### src/rtl/wb_regfile_scoreboard.sv
// Write-back register file with per-register pending-write scoreboard and same-cycle read bypass.
// Latency: reads, bypass and busy/stall are combinational; commits and counter updates land at the rising clk edge.
// Backpressure: issue_stall refuses an issue whose destination counter is saturated, unless that register retires this cycle.
//
// Ports:
//   clk, rst                 rising-edge clock, asynchronous active-low reset
//   issue_valid/issue_reg    decode issues an instruction writing issue_reg; issue_stall = refused
//   RegWrite_W, MemtoReg_W,  write-back enable, result select, destination,
//   WriteReg_W, ReaData_W,   load data and ALU result from the write-back stage
//   ALUOut_W
//   Result_W                 selected write-back value (to forwarding muxes)
//   ra1/rd1/busy1,           two read ports: address, data (with bypass), outstanding-write flag
//   ra2/rd2/busy2
//   err_underflow            sticky: a retire arrived for a register with zero pending writes
module wb_regfile_scoreboard #(
    parameter int DATA_W = 32,
    parameter int ADDR_W = 5,
    parameter int CNT_W  = 2
) (
    input  logic              clk,
    input  logic              rst,
    input  logic              issue_valid,
    input  logic [ADDR_W-1:0] issue_reg,
    output logic              issue_stall,
    input  logic              RegWrite_W,
    input  logic              MemtoReg_W,
    input  logic [ADDR_W-1:0] WriteReg_W,
    input  logic [DATA_W-1:0] ReaData_W,
    input  logic [DATA_W-1:0] ALUOut_W,
    output logic [DATA_W-1:0] Result_W,
    input  logic [ADDR_W-1:0] ra1,
    input  logic [ADDR_W-1:0] ra2,
    output logic [DATA_W-1:0] rd1,
    output logic [DATA_W-1:0] rd2,
    output logic              busy1,
    output logic              busy2,
    output logic              err_underflow
);

    localparam int               NREG    = 1 << ADDR_W;
    localparam logic [CNT_W-1:0] CNT_MAX = '1;
    localparam logic [CNT_W-1:0] CNT_ONE = CNT_W'(1);

    logic [DATA_W-1:0] regs [NREG];
    logic [CNT_W-1:0]  cnt  [NREG];

    logic            wb_en;
    logic            inc;
    logic [NREG-1:0] inc_vec;
    logic [NREG-1:0] dec_vec;
    logic            hit1;
    logic            hit2;

    assign Result_W = MemtoReg_W ? ReaData_W : ALUOut_W;

    // Register 0 is hardwired: a write-back to it is neither a commit nor a retire.
    assign wb_en = RegWrite_W && (WriteReg_W != '0);

    // A saturated counter can still accept an issue when the same register
    // retires this cycle, because the net count does not change.
    assign issue_stall = issue_valid && (issue_reg != '0) &&
                         (cnt[issue_reg] == CNT_MAX) &&
                         !(wb_en && (WriteReg_W == issue_reg));

    assign inc = issue_valid && (issue_reg != '0) && !issue_stall;

    always_comb begin
        inc_vec = '0;
        dec_vec = '0;
        for (int i = 0; i < NREG; i++) begin
            inc_vec[i] = inc   && (issue_reg  == ADDR_W'(i));
            dec_vec[i] = wb_en && (WriteReg_W == ADDR_W'(i));
        end
    end

    // Register array commit.
    always_ff @(posedge clk or negedge rst) begin
        if (!rst) begin
            for (int i = 0; i < NREG; i++) begin
                regs[i] <= '0;
            end
        end else if (wb_en) begin
            regs[WriteReg_W] <= Result_W;
        end
    end

    // Pending-write counters. Issue and retire of the same register cancel;
    // a retire against an empty counter leaves it at zero.
    always_ff @(posedge clk or negedge rst) begin
        if (!rst) begin
            for (int i = 0; i < NREG; i++) begin
                cnt[i] <= '0;
            end
        end else begin
            for (int i = 0; i < NREG; i++) begin
                case ({inc_vec[i], dec_vec[i]})
                    2'b10: cnt[i] <= cnt[i] + CNT_ONE;
                    2'b01: if (cnt[i] != '0) cnt[i] <= cnt[i] - CNT_ONE;
                    default: ;
                endcase
            end
        end
    end

    always_ff @(posedge clk or negedge rst) begin
        if (!rst) begin
            err_underflow <= 1'b0;
        end else if (wb_en && (cnt[WriteReg_W] == '0)) begin
            err_underflow <= 1'b1;
        end
    end

    // wb_en already excludes register 0, so the hits are never set for ra == 0.
    assign hit1 = wb_en && (WriteReg_W == ra1);
    assign hit2 = wb_en && (WriteReg_W == ra2);

    assign rd1 = (ra1 == '0) ? '0 : (hit1 ? Result_W : regs[ra1]);
    assign rd2 = (ra2 == '0) ? '0 : (hit2 ? Result_W : regs[ra2]);

    // A retiring write is already visible through the bypass, so it no longer
    // counts as outstanding. Compared rather than subtracted so an empty
    // counter with an underflowing retire reads as not busy.
    assign busy1 = (ra1 != '0) && (cnt[ra1] > CNT_W'(hit1));
    assign busy2 = (ra2 != '0) && (cnt[ra2] > CNT_W'(hit2));

endmodule

### config.mk
export PLATFORM = sky130hd
export DESIGN_NAME = wb_regfile_scoreboard
export DESIGN_NICKNAME = d
export VERILOG_FILES = /design/src/rtl/wb_regfile_scoreboard.sv
export SDC_FILE = /design/constraint.sdc
export NUM_CORES = 2
export LEC_CHECK = 0
export CAP_MARGIN = 20
export CORE_ASPECT_RATIO = 0.6
export CORE_UTILIZATION = 40
export DETAILED_ROUTE_END_ITERATION = 8
export PLACE_DENSITY = 0.54
export SKIP_CTS_REPAIR_TIMING = 1
export SYNTH_ARGS = -nofsm -noshare
export SYNTH_HDL_FRONTEND = slang
export SYNTH_SLANG_ARGS = --single-unit
export TNS_END_PERCENT = 20
### constraint.sdc
create_clock -name clk -period 8.8 [get_ports clk]
set_clock_uncertainty 0.2 [all_clocks]
set_input_delay 1.32 -clock clk [delete_from_list [all_inputs] [get_ports clk]]
set_output_delay 1.32 -clock clk [all_outputs]
set_load 0.03 [all_outputs]
==> implementation parameters <==
Parameter                              Value

Placement
  Placed inst area ... 0.0622 mm²
  Number of buffers inserted by port buffering ... 188
  Dpl ws ... 1.67 ns
  RePlAce Congestion ... 0.886
  Post-DP HPWL ... 128000 µm

Yosys
  Register area share after synthesis ... 46.8%
  Flip-flop and latch count after synthesis ... 1089
  Most common cell in the synthesized netlist ... sky130_fd_sc_hd__dfrtp_1
  Synth top area share ... 46.8%
  Post-synthesis cell type count ... 56
  Most used flip-flop cell after synthesis ... sky130_fd_sc_hd__dfrtp_1
  Summed instance area of the synthesized netlist ... 0.0583 mm²
  Mapped Cells ... 5140
  Largest cells by area after synthesis ... sky130_fd_sc_hd__dfrtp_1 (47%), sky130_fd_sc_hd__mux4_2 (25%), sky130_fd_sc_hd__a21oi_1 (5.2%)
  Number of warnings reported in the yosys synthesis log ... 0
  Post-synthesis net count ... 5231
  Commonest cells in the synthesized netlist ... sky130_fd_sc_hd__dfrtp_1 (1089), sky130_fd_sc_hd__mux4_2 (645), sky130_fd_sc_hd__nor2_1 (628)
  Post-synth EDFFs ... 0
  Leading area contributor after synthesis ... sky130_fd_sc_hd__dfrtp_1
  Async S/R FF share, synth ... 100%
  Average size of a mapped cell ... 11.3 µm²

Worst setup path
  Worst Path Class, Setup ... input pin to primary output
  Arrival @ worst endpoint ... 5.71 ns
  CP max stage delay ... 1.03 ns
  Family with the most delay on the worst path ... buffers and inverters
  CP max stage cell ... sky130_fd_sc_hd__clkdlybuf4s50_1
  End of the worst register-to-register path ... cnt[40]$_DFFE_PN0P_
  CP Capture Type ... primary output
  Reg-to-reg slack, setup ... 5.46 ns
  CP Data Required Time ... 7.28 ns
  Cell depth of the worst flop-to-flop path ... 7
  Critical path cell sequence ... clkdlybuf4s50_1, buf_4, o31ai_4, nor4_4, buf_4, nand2b_2, o22ai_1, a211oi_1, clkdlybuf4s50_1
  Worst Path Buf+Inv ... 4
  Launch instance of the worst register-to-register path ... cnt[63]$_DFFE_PN0P_
  Worst Path Max Fanout ... 37
  Startpoint types ... input pin

Hold path
  Hold Crit Endpoint ... regs[1020]$_DFFE_PN0P_
  Min-delay worst type ... register to register
  Hold Startpoint ... regs[1020]$_DFFE_PN0P_
  Hold path cells ... 0

Timing
  Final worst path period need ... 7.23 ns
  Final Hold Slack ... 0.197 ns
  Unrepaired setup endpoints after global routing ... false
  Max-slew violation count ... 0
  Max-slew headroom ... 20.1%
  Number of hold violations in the final report ... 0
  Post-route worst setup slack ... 1.57 ns
  Setup violation total in the final timing report ... 0
  Fin crit share ... 82.1%
  Actual slew at the worst max-slew pin ... 1.19 ns
  Fmax ... 138 MHz
  Setup total negative slack ... 0 ns

Floorplanning
  Width of the chip ... 495 µm
  Total core area ... 0.145 mm²
  FP Rows ... 108
  I/O Pins ... 189
  Initial Util ... 40.3%
  Vertical die dimension ... 298 µm
  Die area ... 0.147 mm²

Clocking
  Reg clk slew, reported paths ... 0.06 ns
  CTS tree ... built
  Maximum level of the CTS H-tree ... 3
  Number of sinks handled by clock tree synthesis ... 1089
  Clock root buffer master ... sky130_fd_sc_hd__clkbuf_16
  Maximum clock path buffer count ... 3
  Source-to-sink clock delay at the later pin of the worst-skew pair ... 0.75 ns
  TritonCTS buffer count ... 109

Detailed routing
  Initial detailed-routing violation count ... 5238
  Total vias in the final route ... 43400
  Average wire per standard cell ... 29.8 µm
  Routed via count divided by cell count ... 6.18
  Number of routed nets with antenna violations ... 0
  DR pass1 iterations ... 5
  Wire length reported by the detailed router ... 209000 µm
  DRC ... 0

Finish
  Area growth, synth to finish ... 13.2%
  Share of post-route cells with drive strength above 1 ... 20.6%
  Final nets ... 5097
  Post-route cell area ... 0.0660 mm²

Flow run
  Max-cap check violation count ... 0

GRT
  Largest net degree at the start of global routing ... 175
  Global-route usage over all layers ... 28.8%
  Via count of the first global-routing pass ... 41700
  Leftover overflow at the end of global routing ... 0
  Global-route wire length before repair ... 308000 µm
  Number of antenna violations at the first check in global routing ... 5

Outcome
  Outcome ... finished, final reports clean

Power and ir drop
  VDD IR max ... 0.000157 V
  Total Power ... 16.0 mW
  Total power density per cell area ... 242 mW/mm²
  Standby leakage power ... 26.9 nW
==> cell families after synthesis <==
logic type | synth area share (%)
AND/OR/NAND/NOR | 9.11
adder cells (fa/ha/maj) | 0.0429
buffers and inverters | 4.10
AO/OA/AOI/OAI | 13.1
XOR/XNOR | 0.601
multiplexers | 26.3
flip-flops | 46.8
==> worst max-delay path by stage <==
stage | startpoint | to | slack (ns) | cells past startpoint
final | WriteReg_W[0] | rd2[21] | 1.57 | 9
after global routing | WriteReg_W[0] | rd2[21] | 1.44 | 9
after CTS | WriteReg_W[0] | rd2[21] | 1.66 | 9
after detailed placement | WriteReg_W[0] | rd2[2] | 1.67 | 9
after global placement | issue_reg[1] | issue_stall | 1.66 | 11
after floorplan | ra1[0] | busy1 | 2.92 | 10
==> power by group <==
group	switching [mW]	leakage [nW]	internal [mW]	total, mW
Sequential	0.897	13.6	6.08	6.97
Combinational	2.00	11.4	2.00	4.00
Clock	2.14	1.87	2.87	5.00
Total	5.03	26.9	10.9	16.0
==> registers in the layout, summed over array words and instances, names as in the netlist <==
register / cells
cnt: 64
err_underflow: 1
regs: 1024
==> layout make-up <==
type	count	area, µm²
Fill cell	13300	78600
Multi-Input combinational cell	3441	29300
Sequential cell	1089	27300
Clock buffer	160	3270
Timing Repair Buffer	321	3100
Tap cell	1925	2410
Clock inverter	39	488
Inverter	44	165
Antenna cell	2	5.00
==> layer usage <==
metal	vias up	wire length [µm]	share of wire (%)	GRT usage [%]
met5	-	21	0.010	0
met4	4	6600	3.2	8.41
met3	310	19300	9.2	7.13
met2	1852	88800	42	40.4
met1	22600	94200	45	43.8
li1	18600	-	-	-
==> stage by stage <==
| stage | instances | util (%) |
|---|---|---|
| 2_1_floorplan | 5140 | - |
| 5_1_grt | 7020 | 45.6 |
| 3_5_place_dp | 6819 | 43.0 |
| 4_1_cts | 7018 | 45.6 |
| 3_3_place_gp | 6817 | 43.0 |
| 6_report | 7021 | 45.6 |
==> cell usage in the layout (no fill, tap or decap), types with 5 or more instances in the layout <==
cell                              count
sky130_fd_sc_hd__a211oi_1           123
sky130_fd_sc_hd__a21boi_0            16
sky130_fd_sc_hd__a21oi_1            603
sky130_fd_sc_hd__a22oi_1              7
sky130_fd_sc_hd__a2bb2oi_1           13
sky130_fd_sc_hd__and3_1              15
sky130_fd_sc_hd__buf_12              15
sky130_fd_sc_hd__buf_4              120
sky130_fd_sc_hd__buf_8                5
sky130_fd_sc_hd__bufinv_16           10
sky130_fd_sc_hd__clkbuf_1            20
sky130_fd_sc_hd__clkbuf_16          113
sky130_fd_sc_hd__clkbuf_8            29
sky130_fd_sc_hd__clkdlybuf4s50_1    178
sky130_fd_sc_hd__clkinv_2            20
sky130_fd_sc_hd__dfrtp_1           1089
sky130_fd_sc_hd__inv_1               44
sky130_fd_sc_hd__inv_6                5
sky130_fd_sc_hd__mux2i_1             45
sky130_fd_sc_hd__mux2i_4             31
sky130_fd_sc_hd__mux4_2             645
sky130_fd_sc_hd__nand2_1            481
sky130_fd_sc_hd__nand2_4             14
sky130_fd_sc_hd__nand3_1             48
sky130_fd_sc_hd__nand3b_1             6
sky130_fd_sc_hd__nor2_1             609
sky130_fd_sc_hd__nor2_4              19
sky130_fd_sc_hd__nor2b_1             44
sky130_fd_sc_hd__nor3_1              23
sky130_fd_sc_hd__nor3b_1              6
sky130_fd_sc_hd__o211ai_1             8
sky130_fd_sc_hd__o21a_1               9
sky130_fd_sc_hd__o21ai_0            483
sky130_fd_sc_hd__o21bai_1            10
sky130_fd_sc_hd__o22a_1              16
sky130_fd_sc_hd__o22ai_1             60
sky130_fd_sc_hd__or2_2                5
sky130_fd_sc_hd__xnor2_1             32
sky130_fd_sc_hd__xor2_1               8
==> worst register-to-register path, cell delays in order, from the launching register on <==
cell and delay (ns):
sky130_fd_sc_hd__dfrtp_1 0.41, sky130_fd_sc_hd__inv_1 0.05, sky130_fd_sc_hd__o311ai_0 0.78, sky130_fd_sc_hd__o21ai_0 0.37, sky130_fd_sc_hd__nor3_4 0.58, sky130_fd_sc_hd__nor3_1 0.28
sky130_fd_sc_hd__or3b_1 0.44, sky130_fd_sc_hd__a22oi_2 0.16
Note: power is estimated with default switching activity, not from simulation.
